[src/rtl/dmem_pkg.sv]
// Shared definitions for the data-memory load/store front end: funct3 codes,
// FSM state encoding and the access-size decoder.
package dmem_pkg;

  localparam int NUM_LANES = 4;

  localparam logic [2:0] F3_B  = 3'b000;
  localparam logic [2:0] F3_H  = 3'b001;
  localparam logic [2:0] F3_W  = 3'b010;
  localparam logic [2:0] F3_BU = 3'b100;
  localparam logic [2:0] F3_HU = 3'b101;

  typedef enum logic [1:0] {
    ST_IDLE,
    ST_ACCESS,
    ST_WAIT,
    ST_RESP
  } state_t;

  typedef struct packed {
    logic       illegal;
    logic       zext;
    logic [2:0] nbytes;
  } size_t;

  // nbytes is forced to 0 for illegal requests so no lane is ever mapped.
  function automatic size_t size_decode(input logic [2:0] funct3, input logic we);
    size_t r;
    r.illegal = 1'b0;
    r.zext    = (funct3 == F3_BU) || (funct3 == F3_HU);
    r.nbytes  = 3'd0;
    case (funct3[1:0])
      F3_B[1:0]: r.nbytes = 3'd1;
      F3_H[1:0]: r.nbytes = 3'd2;
      F3_W[1:0]: r.nbytes = 3'd4;
      default:   r.illegal = 1'b1;
    endcase
    if (we && funct3[2]) begin
      r.illegal = 1'b1;
    end
    if (r.illegal) begin
      r.nbytes = 3'd0;
    end
    return r;
  endfunction

endpackage

[src/rtl/dmem_lane_map.sv]
// Combinational byte-lane mapping: per-lane mask, word address and write byte,
// plus the read rotation that brings lane data back into byte order.
module dmem_lane_map
  import dmem_pkg::*;
#(
  parameter int WA = 8
) (
  input  logic [1:0]              off,
  input  logic [WA-1:0]           word,
  input  logic [2:0]              size,
  input  logic [31:0]             wdata,
  input  logic [31:0]             dout,
  output logic [NUM_LANES-1:0]    mask,
  output logic [NUM_LANES*WA-1:0] lane_addr,
  output logic [31:0]             din,
  output logic [31:0]             rbytes
);

  logic [WA-1:0] word_inc;
  assign word_inc = word + WA'(1);

  genvar gi;
  generate
    for (gi = 0; gi < NUM_LANES; gi++) begin : g_lane
      localparam logic [1:0] LANE = 2'(gi);
      logic [1:0] k;
      logic [1:0] src;

      // k: which request byte lands on this lane; src: which lane feeds byte gi.
      assign k   = LANE - off;
      assign src = LANE + off;

      assign mask[gi]                 = ({1'b0, k} < size);
      assign lane_addr[gi*WA +: WA]   = (LANE >= off) ? word : word_inc;
      assign din[8*gi +: 8]           = wdata[{k, 3'b000} +: 8];
      assign rbytes[8*gi +: 8]        = dout[{src, 3'b000} +: 8];
    end
  endgenerate

endmodule

[src/rtl/dmem_lane_ctrl.sv]
// Load/store front end for four byte-lane brams: one outstanding request,
// unaligned accesses served in a single lane cycle, extended load results.
module dmem_lane_ctrl
  import dmem_pkg::*;
#(
  parameter int ADDR_WIDTH = 10
) (
  input  logic                        CLK,
  input  logic                        RST_N,
  input  logic                        REQ_VALID,
  output logic                        REQ_READY,
  input  logic                        REQ_WE,
  input  logic [2:0]                  REQ_FUNCT3,
  input  logic [ADDR_WIDTH-1:0]       REQ_ADDR,
  input  logic [31:0]                 REQ_WDATA,
  output logic                        RSP_VALID,
  input  logic                        RSP_READY,
  output logic [31:0]                 RSP_RDATA,
  output logic                        RSP_ERR,
  output logic [4*(ADDR_WIDTH-2)-1:0] LANE_W_ADDR,
  output logic [4*(ADDR_WIDTH-2)-1:0] LANE_R_ADDR,
  output logic [3:0]                  LANE_WE,
  output logic [3:0]                  LANE_RE,
  output logic [31:0]                 LANE_DIN,
  input  logic [31:0]                 LANE_DOUT
);

  localparam int WA = ADDR_WIDTH - 2;

  state_t                  state_reg, state_next;
  logic                    we_reg;
  logic [2:0]              funct3_reg;
  logic [ADDR_WIDTH-1:0]   addr_reg;
  logic [31:0]             wdata_reg;
  logic [31:0]             rdata_reg;
  logic                    err_reg;

  size_t                   dec;
  logic [NUM_LANES-1:0]    mask;
  logic [NUM_LANES*WA-1:0] lane_addr;
  logic [31:0]             rbytes;
  logic [31:0]             load_ext;

  assign dec = size_decode(funct3_reg, we_reg);

  dmem_lane_map #(
    .WA(WA)
  ) u_map (
    .off       (addr_reg[1:0]),
    .word      (addr_reg[ADDR_WIDTH-1:2]),
    .size      (dec.nbytes),
    .wdata     (wdata_reg),
    .dout      (LANE_DOUT),
    .mask      (mask),
    .lane_addr (lane_addr),
    .din       (LANE_DIN),
    .rbytes    (rbytes)
  );

  assign LANE_W_ADDR = lane_addr;
  assign LANE_R_ADDR = lane_addr;
  assign RSP_RDATA   = rdata_reg;
  assign RSP_ERR     = err_reg;

  always_comb begin
    load_ext = rbytes;
    case (dec.nbytes)
      3'd1:    load_ext = {{24{rbytes[7] & ~dec.zext}}, rbytes[7:0]};
      3'd2:    load_ext = {{16{rbytes[15] & ~dec.zext}}, rbytes[15:0]};
      default: load_ext = rbytes;
    endcase
  end

  always_ff @(posedge CLK) begin
    if (!RST_N) begin
      state_reg  <= ST_IDLE;
      we_reg     <= 1'b0;
      funct3_reg <= '0;
      addr_reg   <= '0;
      wdata_reg  <= '0;
      rdata_reg  <= '0;
      err_reg    <= 1'b0;
    end else begin
      state_reg <= state_next;
      if (state_reg == ST_IDLE && REQ_VALID) begin
        we_reg     <= REQ_WE;
        funct3_reg <= REQ_FUNCT3;
        addr_reg   <= REQ_ADDR;
        wdata_reg  <= REQ_WDATA;
      end
      if (state_reg == ST_ACCESS) begin
        rdata_reg <= '0;
        err_reg   <= dec.illegal;
      end
      if (state_reg == ST_WAIT) begin
        rdata_reg <= load_ext;
      end
    end
  end

  // Lane enables come straight from the state register so a write in ACCESS
  // is already presented to the brams at the edge that leaves ACCESS.
  always_comb begin
    state_next = state_reg;
    REQ_READY  = 1'b0;
    RSP_VALID  = 1'b0;
    LANE_WE    = '0;
    LANE_RE    = '0;
    case (state_reg)
      ST_IDLE: begin
        REQ_READY = 1'b1;
        if (REQ_VALID) state_next = ST_ACCESS;
      end
      ST_ACCESS: begin
        if (dec.illegal) begin
          state_next = ST_RESP;
        end else if (we_reg) begin
          LANE_WE    = mask;
          state_next = ST_RESP;
        end else begin
          LANE_RE    = mask;
          state_next = ST_WAIT;
        end
      end
      ST_WAIT: state_next = ST_RESP;
      ST_RESP: begin
        RSP_VALID = 1'b1;
        if (RSP_READY) state_next = ST_IDLE;
      end
      default: state_next = ST_IDLE;
    endcase
  end

endmodule
[config.mk]
export PLATFORM = sky130hd
export DESIGN_NAME = dmem_lane_ctrl
export DESIGN_NICKNAME = d
export VERILOG_FILES = /design/src/rtl/dmem_pkg.sv /design/src/rtl/dmem_lane_map.sv /design/src/rtl/dmem_lane_ctrl.sv
export SDC_FILE = /design/constraint.sdc
export NUM_CORES = 1
export LEC_CHECK = 0
export BUFFER_PORTS_ARGS = -buffer_cell sky130_fd_sc_hd__buf_2
export CAP_MARGIN = 20
export CORE_MARGIN = 1.5
export CORE_UTILIZATION = 50
export DETAILED_ROUTE_END_ITERATION = 10
export PLACE_DENSITY = 0.82
export SLEW_MARGIN = 5
export SYNTH_ARGS = -nofsm -noshare
export SYNTH_HDL_FRONTEND = slang
export SYNTH_SLANG_ARGS = --single-unit
[constraint.sdc]
create_clock -name CLK -period 8.8 [get_ports CLK]
set_input_delay 0.44 -clock CLK [delete_from_list [all_inputs] [get_ports CLK]]
set_output_delay 0.44 -clock CLK [all_outputs]
set_load 0.01 [all_outputs]
==> impl_metrics.csv <==
group,metric,value,unit
route,drt_pre_antenna_iters,5,
synthesis,synthCells,554,
clock_network,clk_path_buf_depth,2,
cells_and_area,seqCellArea,1630,sq um
sta,max_freq,251,MHz
pwr,p_leak,0.00287,uW
global_routing,grt_pass1_wl,22200,um
flow_run,cap_violations,0,
pwr,power.total,1510,uW
worst_setup_path,crit_path_end_kind,"output port",
pwr,worst_ir_drop_vdd,142,uV
placement,pre_cts_slack,5070,ps
sta,fin_crit_sh,45.3,%
cells_and_area,fillers,942,
synthesis,synth_warnings,0,
placement,place_hpwl,10500,um
sta,hold_viol_final,0,
global_routing,antenna_found_initial,2,
cells_and_area,instances_no_fill,845,
sta,slew_violations,0,
route,drc,0,
pwr,power_frac_seq,35.3,%
worst_setup_path,arrival,3550,ps
sta,worst_pin_slew,1140,ps
route,avgRoutedWirePerCell,17.0,um
synthesis,synth_top_cell_area_share,29.2,%
sta,maxSlewHeadroom,24.0,%
synthesis,seq_area_frac_synth,29.2,%
floorplan,core-area,10800,sq um
route,drtIter0Drc,268,
cells_and_area,nNetsFinal,792,
worst_setup_path,path_class,"register to output port",
route,routed_via_density,5.85,
route,drtAntennaViolNets,0,
placement,globalplace.congestion,0.925,
floorplan,start_util,51.1,%
clock_network,cts-htree-levels,3,
route,vias,4942,
global_routing,grt_overflow,0,
clock_network,cts_tree,"built",
pwr,switching_share,40.1,%
pwr,internal_power,907,uW
global_routing,grt_util_all_layers,24.4,%
sta,final-setup-viol-count,0,
clock_network,clockRootBuffer,"clkbuf_8",
sta,final.setup.worst_slack,4810,ps
synthesis,synth_area_leaders,"dfxtp_1, mux4_2, nand2_1, a21boi_0, buf_4",
pwr,p_sw,607,uW
worst_hold_path,hold_path.class,"input port to register",
cells_and_area,final_cell_mix,"buf_2, nand2_1, dfxtp_1",
floorplan,fp.dieH,108,um
global_routing,grt_pass1_vias,4540,
worst_setup_path,cp_max_fo,37,
global_routing,grt_max_degree,60,
clock_network,ctsResizeCount,0,
sta,period_needed,3990,ps
clock_network,hold_buffers,0,
pwr,power_density,233,nW/um^2
cells_and_area,areaGrowthSynthToFinish,17.3,%
floorplan,die-area,11700,sq um
pwr,clkPwrFrac,18.1,%
synthesis,synth_largest_area_cell,"dfxtp_1",
sta,rsz0062_at_grt,"no",
cells_and_area,final_common_cell,"buf_2",
sta,fin_tns_setup,0,ps
placement,place_inst,827,
floorplan,io-pin-count,221,
sta,skew,12.6,ps
cells_and_area,drive_above_1_share,44.2,%
clock_network,clkSlewWorstSetupHoldPaths,90,ps
placement,portBuffers,220,
synthesis,ys_types,43,
floorplan,rows,38,
synthesis,ys_seq_elements,81,
synthesis,synth_edf_count,0,
synthesis,async_flop_share,0,%
route,routed_wl,14400,um
clock_network,clock_latency,360,ps
synthesis,synth.avg_cell_area,10.0,sq um
clock_network,cts_num_sinks,81,
floorplan,die_w,108,um
worst_setup_path,cp.required,8360,ps
clock_network,cts_inserted_buffers,9,
synthesis,syn_area,5540,sq um
pwr,p_comb_share,46.6,%
clock_network,post-cts-setup-buffers,0,
cells_and_area,final_area,6500,sq um
worst_setup_path,cp-start-kind,"register",
synthesis,syn_nets,648,
placement,placed_area,6310,sq um
run_status,status,"finished, final reports clean",
cells_and_area,multi_input_area,3360,sq um
synthesis,dominantRegCellSynth,"dfxtp_1",
-- layer usage --
layer	track usage, %	routed length (um)
met3	5.36	1350
met1	31.8	5720
met5	0	0
met2	38.7	6890
met4	11.7	427
-- worst max-delay path, cell delays in order, from the launching register on --
cell and delay [ps]:
dfxtp_2 1030, inv_1 260, ha_2 1000, inv_1 110, ha_1 320, a21oi_1 130, a21oi_1 70, nor2_1 130
buf_2 140
-- area by class of cell --
type / instances / area share, %
sequential: 81 / 25.0
inverter: 8 / 0.462
multi-input combinational: 375 / 51.6
clock buffer: 13 / 2.29
tap: 140 / 2.69
antenna: 2 / 0.0769
clock inverter: 3 / 0.616
timing repair buffer: 223 / 17.3
-- synthesized netlist by cell type (all sizes together), types with 11 or more instances --
cell,n
mux4,63
a221o,16
buf,61
xnor2,15
ha,12
a21boi,55
nor2,14
dfxtp,81
nand2,118
clkbuf,29
nand2b,11
nand3,13
-- worst paths after layout --
kind / start / end / slack, ps / cells past startpoint
setup / recovery: addr_reg[1] / LANE_RE[2] / 4810 / 8
hold / removal: REQ_WDATA[10] / wdata_reg[10] / 320 / 3
setup reg to reg: addr_reg[1] / RSP_RDATA[26] / 5050 / 6
hold reg to reg: RSP_RDATA[6] / RSP_RDATA[6] / 480 / 2
-- through the flow --
| stage | hold slack [ps] | utilization, % |
|---|---|---|
| after global routing | 306 | 60.0 |
| after global placement | 456 | 58.2 |
| final | 320 | 60.0 |
| after floorplan | 462 | - |
| after detailed placement | 469 | 58.2 |
| after CTS | 294 | 60.0 |
-- power by group through the flow --
stage	sequential (uW)	clock, uW	combinational (uW)
after floorplan	488	0	576
after global routing	548	295	765
final	534	274	706
after CTS	534	280	709
after detailed placement	542	0	701
after global placement	533	0	691
-- logic make-up after synthesis --
logic type,Yosys count,share of synthesized area [%]
flops,81,29.2
simple gates,178,14.7
fa+ha+maj,12,2.71
mux,68,26.6
xor+xnor,21,3.32
buf+inv,98,10.3
compound gates,96,13.2
Power figures use the tool's default switching activity.
